<file path="config.mk">
export PLATFORM = sky130hd
export DESIGN_NAME = pseudo_spi_sram_rx_flat
export DESIGN_NICKNAME = d
export VERILOG_FILES = /design/src/rtl/pseudo_spi_sram_rx_pkg.sv /design/src/rtl/pseudo_spi_sram_rx_if.sv /design/src/rtl/pseudo_spi_phase_gen.sv /design/src/rtl/pseudo_spi_sram_rx.sv /design/src/flat_wrapper.sv
export SDC_FILE = /design/constraint.sdc
export NUM_CORES = 1
export LEC_CHECK = 0
export CAP_MARGIN = 20
export CORE_MARGIN = 1.5
export CORE_UTILIZATION = 53
export CTS_CLUSTER_SIZE = 16
export DETAILED_ROUTE_END_ITERATION = 16
export PLACE_DENSITY_LB_ADDON = 0.08
export SLEW_MARGIN = 30
export SYNTH_ARGS = -nofsm -noshare
export SYNTH_HDL_FRONTEND = slang
export SYNTH_HIERARCHICAL = 1
export SYNTH_SLANG_ARGS = --single-unit
</file>
<file path="constraint.sdc">
create_clock -name CLK -period 2.1 [get_ports CLK]
set_input_delay 0.315 -clock CLK [delete_from_list [all_inputs] [get_ports CLK]]
set_output_delay 0.315 -clock CLK [all_outputs]
set_load 0.05 [all_outputs]
</file>
<file path="src/rtl/pseudo_spi_sram_rx_pkg.sv">
// rtl/pseudo_spi_sram_rx_pkg.sv - shared widths, state encoding and shift-slot constants
package pseudo_spi_sram_rx_pkg;
  localparam int MEMORY_DATA_WIDTH = 8;
  localparam int MEMORY_ADDR_WIDTH = 9;
  localparam int RESERVED_DATA_LEN = 8;
  localparam int BIT_W             = $clog2(MEMORY_DATA_WIDTH);

  localparam int SEL_CYCLES  = 2;
  localparam int SLOT_CYCLES = 4;

  localparam logic [1:0]       PH_SAMPLE = 2'd0;
  localparam logic [1:0]       PH_SCLK1  = 2'd1;
  localparam logic [1:0]       PH_SCLK2  = 2'd3;
  localparam logic [1:0]       PH_LAST   = 2'(SLOT_CYCLES - 1);
  localparam logic [1:0]       SEL_LAST  = 2'(SEL_CYCLES - 1);
  localparam logic [BIT_W-1:0] BIT_LAST  = BIT_W'(MEMORY_DATA_WIDTH - 1);

  typedef enum logic [2:0] {
    ST_IDLE,
    ST_SELECT,
    ST_SHIFT,
    ST_WRITE,
    ST_DONE
  } state_t;

  // Word bit position that receives the n-th serial bit of a word.
  function automatic logic [BIT_W-1:0] bit_index(input logic [BIT_W-1:0] b);
`ifdef PSEUDO_SPI_RX_MSB_FIRST_EN
    return BIT_LAST - b;
`else
    return b;
`endif
  endfunction
endpackage

</file>
<file path="src/rtl/pseudo_spi_sram_rx_if.sv">
// rtl/pseudo_spi_sram_rx_if.sv - request, serial and SRAM-port signals of the read-back engine
interface pseudo_spi_sram_rx_if;
  import pseudo_spi_sram_rx_pkg::*;

  logic                         START;
  logic [MEMORY_ADDR_WIDTH-1:0] ADDR_BGN;
  logic [RESERVED_DATA_LEN-1:0] DATA_LEN;
  logic                         SPI_SI;
  logic                         SCLK1;
  logic                         SCLK2;
  logic                         SEL;
  logic [MEMORY_ADDR_WIDTH-1:0] A;
  logic [MEMORY_DATA_WIDTH-1:0] PO;
  logic                         CEN;
  logic                         D_WE;
  logic                         BUSY;
  logic                         DONE;

  modport master (
    output START, ADDR_BGN, DATA_LEN, SPI_SI,
    input  SCLK1, SCLK2, SEL, A, PO, CEN, D_WE, BUSY, DONE
  );

  modport slave (
    input  START, ADDR_BGN, DATA_LEN, SPI_SI,
    output SCLK1, SCLK2, SEL, A, PO, CEN, D_WE, BUSY, DONE
  );
endinterface

</file>
<file path="src/rtl/pseudo_spi_phase_gen.sv">
// rtl/pseudo_spi_phase_gen.sv - 4-phase bit slot counter with registered two-phase shift clocks
module pseudo_spi_phase_gen
  import pseudo_spi_sram_rx_pkg::*;
(
  input  logic CLK,
  input  logic RST,
  input  logic en,
  output logic SCLK1,
  output logic SCLK2,
  output logic sample,
  output logic slot_end
);
  logic [1:0] phase;
  logic [1:0] phase_inc;

  assign phase_inc = phase + 2'd1;
  assign sample    = en && (phase == PH_SAMPLE);
  assign slot_end  = en && (phase == PH_LAST);

  // Clocks are registered from the phase about to be entered so pins come straight off flops.
  always_ff @(posedge CLK or posedge RST) begin
    if (RST) begin
      phase <= 2'd0;
      SCLK1 <= 1'b0;
      SCLK2 <= 1'b0;
    end else begin
      phase <= en ? phase_inc : 2'd0;
      SCLK1 <= en && (phase_inc == PH_SCLK1);
      SCLK2 <= en && (phase_inc == PH_SCLK2);
    end
  end
endmodule

</file>
<file path="src/rtl/pseudo_spi_sram_rx.sv">
// rtl/pseudo_spi_sram_rx.sv - scan-chain read-back deserializer into SRAM; PSEUDO_SPI_RX_MSB_FIRST_EN selects MSB-first
module pseudo_spi_sram_rx
  import pseudo_spi_sram_rx_pkg::*;
(
  input  logic                 CLK,
  input  logic                 RST,
  pseudo_spi_sram_rx_if.slave  bus
);
  state_t                       state;
  state_t                       state_nxt;
  logic [1:0]                   sel_cnt;
  logic [BIT_W-1:0]             bit_cnt;
  logic [RESERVED_DATA_LEN-1:0] word_cnt;
  logic [MEMORY_ADDR_WIDTH-1:0] addr;
  logic [MEMORY_DATA_WIDTH-1:0] shreg;
  logic                         shift_en;
  logic                         sample;
  logic                         slot_end;
  logic                         sclk1;
  logic                         sclk2;

  assign shift_en  = (state == ST_SHIFT);
  assign bus.SCLK1 = sclk1;
  assign bus.SCLK2 = sclk2;

  pseudo_spi_phase_gen u_phase_gen (
    .CLK      (CLK),
    .RST      (RST),
    .en       (shift_en),
    .SCLK1    (sclk1),
    .SCLK2    (sclk2),
    .sample   (sample),
    .slot_end (slot_end)
  );

  always_ff @(posedge CLK or posedge RST) begin
    if (RST) state <= ST_IDLE;
    else     state <= state_nxt;
  end

  always_comb begin
    state_nxt = state;
    case (state)
      ST_IDLE:   if (bus.START) state_nxt = (bus.DATA_LEN == '0) ? ST_DONE : ST_SELECT;
      ST_SELECT: if (sel_cnt == SEL_LAST) state_nxt = ST_SHIFT;
      ST_SHIFT:  if (slot_end && bit_cnt == BIT_LAST) state_nxt = ST_WRITE;
      ST_WRITE:  state_nxt = (word_cnt == RESERVED_DATA_LEN'(1)) ? ST_DONE : ST_SHIFT;
      ST_DONE:   state_nxt = ST_IDLE;
      default:   state_nxt = ST_IDLE;
    endcase
  end

  // Pin registers load from the next state, so each pin toggles exactly with the state it reflects.
  always_ff @(posedge CLK or posedge RST) begin
    if (RST) begin
      sel_cnt  <= '0;
      bit_cnt  <= '0;
      word_cnt <= '0;
      addr     <= '0;
      shreg    <= '0;
      bus.SEL  <= 1'b0;
      bus.CEN  <= 1'b1;
      bus.D_WE <= 1'b1;
      bus.A    <= '0;
      bus.PO   <= '0;
      bus.BUSY <= 1'b0;
      bus.DONE <= 1'b0;
    end else begin
      case (state)
        ST_IDLE: begin
          sel_cnt <= '0;
          bit_cnt <= '0;
          if (bus.START && bus.DATA_LEN != '0) begin
            addr     <= bus.ADDR_BGN;
            word_cnt <= bus.DATA_LEN;
          end
        end
        ST_SELECT: sel_cnt <= sel_cnt + 2'd1;
        ST_SHIFT: begin
          if (sample) shreg[bit_index(bit_cnt)] <= bus.SPI_SI;
          if (slot_end) bit_cnt <= (bit_cnt == BIT_LAST) ? '0 : bit_cnt + 1'b1;
        end
        ST_WRITE: begin
          addr     <= addr + 1'b1;
          word_cnt <= word_cnt - 1'b1;
        end
        default: ;
      endcase

      bus.SEL  <= (state_nxt == ST_SELECT);
      bus.CEN  <= (state_nxt != ST_WRITE);
      bus.D_WE <= (state_nxt != ST_WRITE);
      bus.BUSY <= (state_nxt != ST_IDLE);
      bus.DONE <= (state_nxt == ST_DONE);
      if (state_nxt == ST_WRITE) begin
        bus.A  <= addr;
        bus.PO <= shreg;
      end
    end
  end
endmodule

</file>
<file path="src/flat_wrapper.sv">
// flat-port wrapper written by rule: the top's interface ports become plain ports
module pseudo_spi_sram_rx_flat import pseudo_spi_sram_rx_pkg::*;
  (CLK, RST, bus_START, bus_ADDR_BGN, bus_DATA_LEN, bus_SPI_SI, bus_SCLK1, bus_SCLK2, bus_SEL, bus_A, bus_PO, bus_CEN, bus_D_WE, bus_BUSY, bus_DONE);
  pseudo_spi_sram_rx_if bus_i ();
  input  logic CLK;
  input  logic RST;
  input wire logic [$bits(bus_i.START)-1:0] bus_START;
  input wire logic [$bits(bus_i.ADDR_BGN)-1:0] bus_ADDR_BGN;
  input wire logic [$bits(bus_i.DATA_LEN)-1:0] bus_DATA_LEN;
  input wire logic [$bits(bus_i.SPI_SI)-1:0] bus_SPI_SI;
  output wire logic [$bits(bus_i.SCLK1)-1:0] bus_SCLK1;
  output wire logic [$bits(bus_i.SCLK2)-1:0] bus_SCLK2;
  output wire logic [$bits(bus_i.SEL)-1:0] bus_SEL;
  output wire logic [$bits(bus_i.A)-1:0] bus_A;
  output wire logic [$bits(bus_i.PO)-1:0] bus_PO;
  output wire logic [$bits(bus_i.CEN)-1:0] bus_CEN;
  output wire logic [$bits(bus_i.D_WE)-1:0] bus_D_WE;
  output wire logic [$bits(bus_i.BUSY)-1:0] bus_BUSY;
  output wire logic [$bits(bus_i.DONE)-1:0] bus_DONE;
  assign bus_i.START = bus_START;
  assign bus_i.ADDR_BGN = bus_ADDR_BGN;
  assign bus_i.DATA_LEN = bus_DATA_LEN;
  assign bus_i.SPI_SI = bus_SPI_SI;
  assign bus_SCLK1 = bus_i.SCLK1;
  assign bus_SCLK2 = bus_i.SCLK2;
  assign bus_SEL = bus_i.SEL;
  assign bus_A = bus_i.A;
  assign bus_PO = bus_i.PO;
  assign bus_CEN = bus_i.CEN;
  assign bus_D_WE = bus_i.D_WE;
  assign bus_BUSY = bus_i.BUSY;
  assign bus_DONE = bus_i.DONE;
  pseudo_spi_sram_rx u_core (.CLK(CLK), .RST(RST), .bus(bus_i));
endmodule
</file>
==> impl_metrics.tcl <==
set metrics [dict create \
    outcome "completed" \
    ys_top_cells_by_count "dfrtp_1, mux2_2, nand2_1, inv_1, nand3_1" \
    grt_overflow_total 0 \
    diodes 0 \
    crit_slowest_cell "clkdlybuf4s50_1" \
    dp_hpwl_um 4057 \
    drtIter0Drc 268 \
    fmax_ghz 0.5062 \
    worst_pin_slew_ns 0.5059 \
    syn_nets 275 \
    postSynthCellCount 245 \
    synth_edf_count 0 \
    min_period_ns 1.975 \
    fin_skew_ns 0.006190 \
    fin_util_pct 70.60 \
    end_kind "primary output" \
    placed_cell_area_sq_mm 0.003413 \
    clk_pin_slew_worst_paths_ns 0.07 \
    yosysMostFrequentCell "dfrtp_1" \
    fin_ws_ns 0.1247 \
    die-area_sq_mm 0.005746 \
    avgRoutedWirePerCell_um 15.25 \
    avgSynthCellArea_sq_um 11.47 \
    grt_pass1_wl_um 9239 \
    worst-path-buf-inv 1 \
    gp_congestion 0.8556 \
    final_area_sq_mm 0.003606 \
    num_vias 2119 \
    pre_cts_ws_ns -0.03625 \
    reg2reg_to "u_core/shreg[4]" \
    finalCritPeriodShare_pct 94.06 \
    crit_arrival_ns 1.66 \
    clock_path_buffers 2 \
    cts_buffers 9 \
    slew_viol_final 0 \
    drtPass1Iterations 4 \
    crit_fanout 2 \
    die-width_um 75.80 \
    grt_pass1_vias 1935 \
    slew_headroom_pct 66.17 \
    vias_per_cell 5.562 \
    io_buffers 44 \
    vdd.ir_drop.worst_mv 0.6066 \
    fill_cells 411 \
    ioPinCount 45 \
    synth_area_sq_mm 0.002809 \
    cts-root-buf "clkbuf_8" \
    synth.top_cell.area_share_pct 50.78 \
    leakage_nw 1.595 \
    post-cts-setup-buffers 0 \
    r2r_slack_ns 0.19 \
    postRouteAntennaNets 0 \
    drc 0 \
    required_ns 1.78 \
    worst-r2r-cell-count 5 \
    fp-row-count 26 \
    syn_to_final_growth_pct 28.37 \
    core_area_sq_mm 0.005107 \
    clock_latency_ns 0.34 \
    yosysWarnings 6 \
    setup_viol 0 \
    wl_um 5812 \
    drive_gt1_share_pct 23.47 \
    yosysTopAreaCell "dfrtp_1" \
    startpoint_type "flip-flop" \
    clock_sinks 58 \
    timing.rr.start "u_core/state[0]" \
    cp_top_family "buffers and inverters" \
    synthArstFlopShare_pct 100.0 \
    synthDistinctLibCells 49 \
    htreeDepth 3 \
    grt_usage_pct 21.89 \
    crit_chain "clkdlybuf4s50_1" \
    hold_viol 0 \
    yosys_register_bits 58 \
    cp_slowest_stage_delay_ns 0.79 \
    cts-hold-fix-buffers 0 \
    ys.flop_type "dfrtp_1" \
    grt_max_degree 32 \
    ctsResizeCount 0 \
    initial_core_util_pct 55.00 \
    ys_seq_area_share_pct 51.71 \
    finalPower_w 0.004496 \
    p_per_area_mw_per_mm2 1247 \
    die_h_um 75.80 \
    fin_nets 336 \
    antenna_found_initial 0 \
    path_class "flip-flop to primary output" \
    max_cap_viol_count 0 \
    synthTopCellsByArea "dfrtp_1, mux2_2, ha_1" \
    hold_path_class "input pin to async pin" \
    cts_tree "yes" \
    rsz0062_at_grt "no" \
]
-- area by class of cell --
| type | count | area [sq um] | area share, % |
|---|---|---|---|
| clock buffer | 9 | 123.9 | 3.435 |
| timing repair buffer | 63 | 595.6 | 16.52 |
| tap | 70 | 87.58 | 2.429 |
| clock inverter | 7 | 68.82 | 1.908 |
| inverter | 14 | 52.55 | 1.457 |
| sequential | 58 | 1453 | 40.28 |
| multi-input combinational | 160 | 1225 | 33.97 |
-- sequential cells by signal, summed over array words and instances, names as in the netlist --
register / cells
u_core/u_phase_gen/SCLK1: 1
u_core/shreg: 8
u_core/bit_cnt: 3
u_core/word_cnt: 8
u_core/u_phase_gen/SCLK2: 1
u_core/bus.PO: 8
u_core/state: 3
u_core/bus.DONE: 1
u_core/bus.SEL: 1
u_core/sel_cnt: 2
u_core/bus.BUSY: 1
u_core/bus.A: 9
u_core/bus.D_WE: 1
u_core/addr: 9
u_core/u_phase_gen/phase: 2
-- logic make-up after synthesis --
group | count (synthesis) | share of synthesized area [%]
mux | 25 | 9.978
simple gates | 83 | 17.42
compound gates | 43 | 12.20
fa+ha+maj | 9 | 4.009
flops | 58 | 51.72
buf+inv | 27 | 4.677
-- layout by cell type, fill, tap and decap left out, types with 7 or more instances in the layout --
master	instances
nor3_1	9
inv_1	13
nand3_1	14
o21ai_0	7
buf_4	18
mux2_2	24
nor2_1	10
clkbuf_8	9
dfrtp_1	57
ha_1	9
clkdlybuf4s50_1	44
nand2_1	17
-- worst max-delay path by stage --
stage / startpoint / to / slack (ns) / cells after the start
2_1_floorplan: u_core/state[0] / u_core/shreg[4] / 0.28 / 6
3_3_place_gp: bus_DATA_LEN[2] / u_core/word_cnt[1] / 0.001 / 7
3_5_place_dp: bus_DATA_LEN[2] / u_core/bus.BUSY / -0.04 / 5
4_1_cts: u_core/bus.D_WE / bus_D_WE / 0.11 / 1
5_1_grt: u_core/state[0] / u_core/shreg[4] / 0.04 / 5
6_report: u_core/bus.D_WE / bus_D_WE / 0.12 / 1
-- power breakdown --
group | internal, W | switching, W
Clock | 0.000544 | 0.000468
Sequential | 0.00151 | 0.000346
Combinational | 0.000714 | 0.000914
-- layer usage --
metal	vias to the layer above	GRT usage, %	wire length, um
li1	1020	-	-
met1	1040	30.75	2744
met2	49	32.56	2752
met3	10	4.101	212
met4	0	10.71	102
met5	-	0	0
-- through the flow --
stage / TNS (ns) / hold slack [ns] / cells
final: 0 / 0.2190 / 381
after global routing: 0 / 0.2473 / 381
after CTS: 0 / 0.2160 / 381
after detailed placement: -0.1606 / 0.4760 / 365
after global placement: 0 / 0.4622 / 365
after floorplan: 0 / 0.08108 / 245
(Power assumes the default switching activity.)
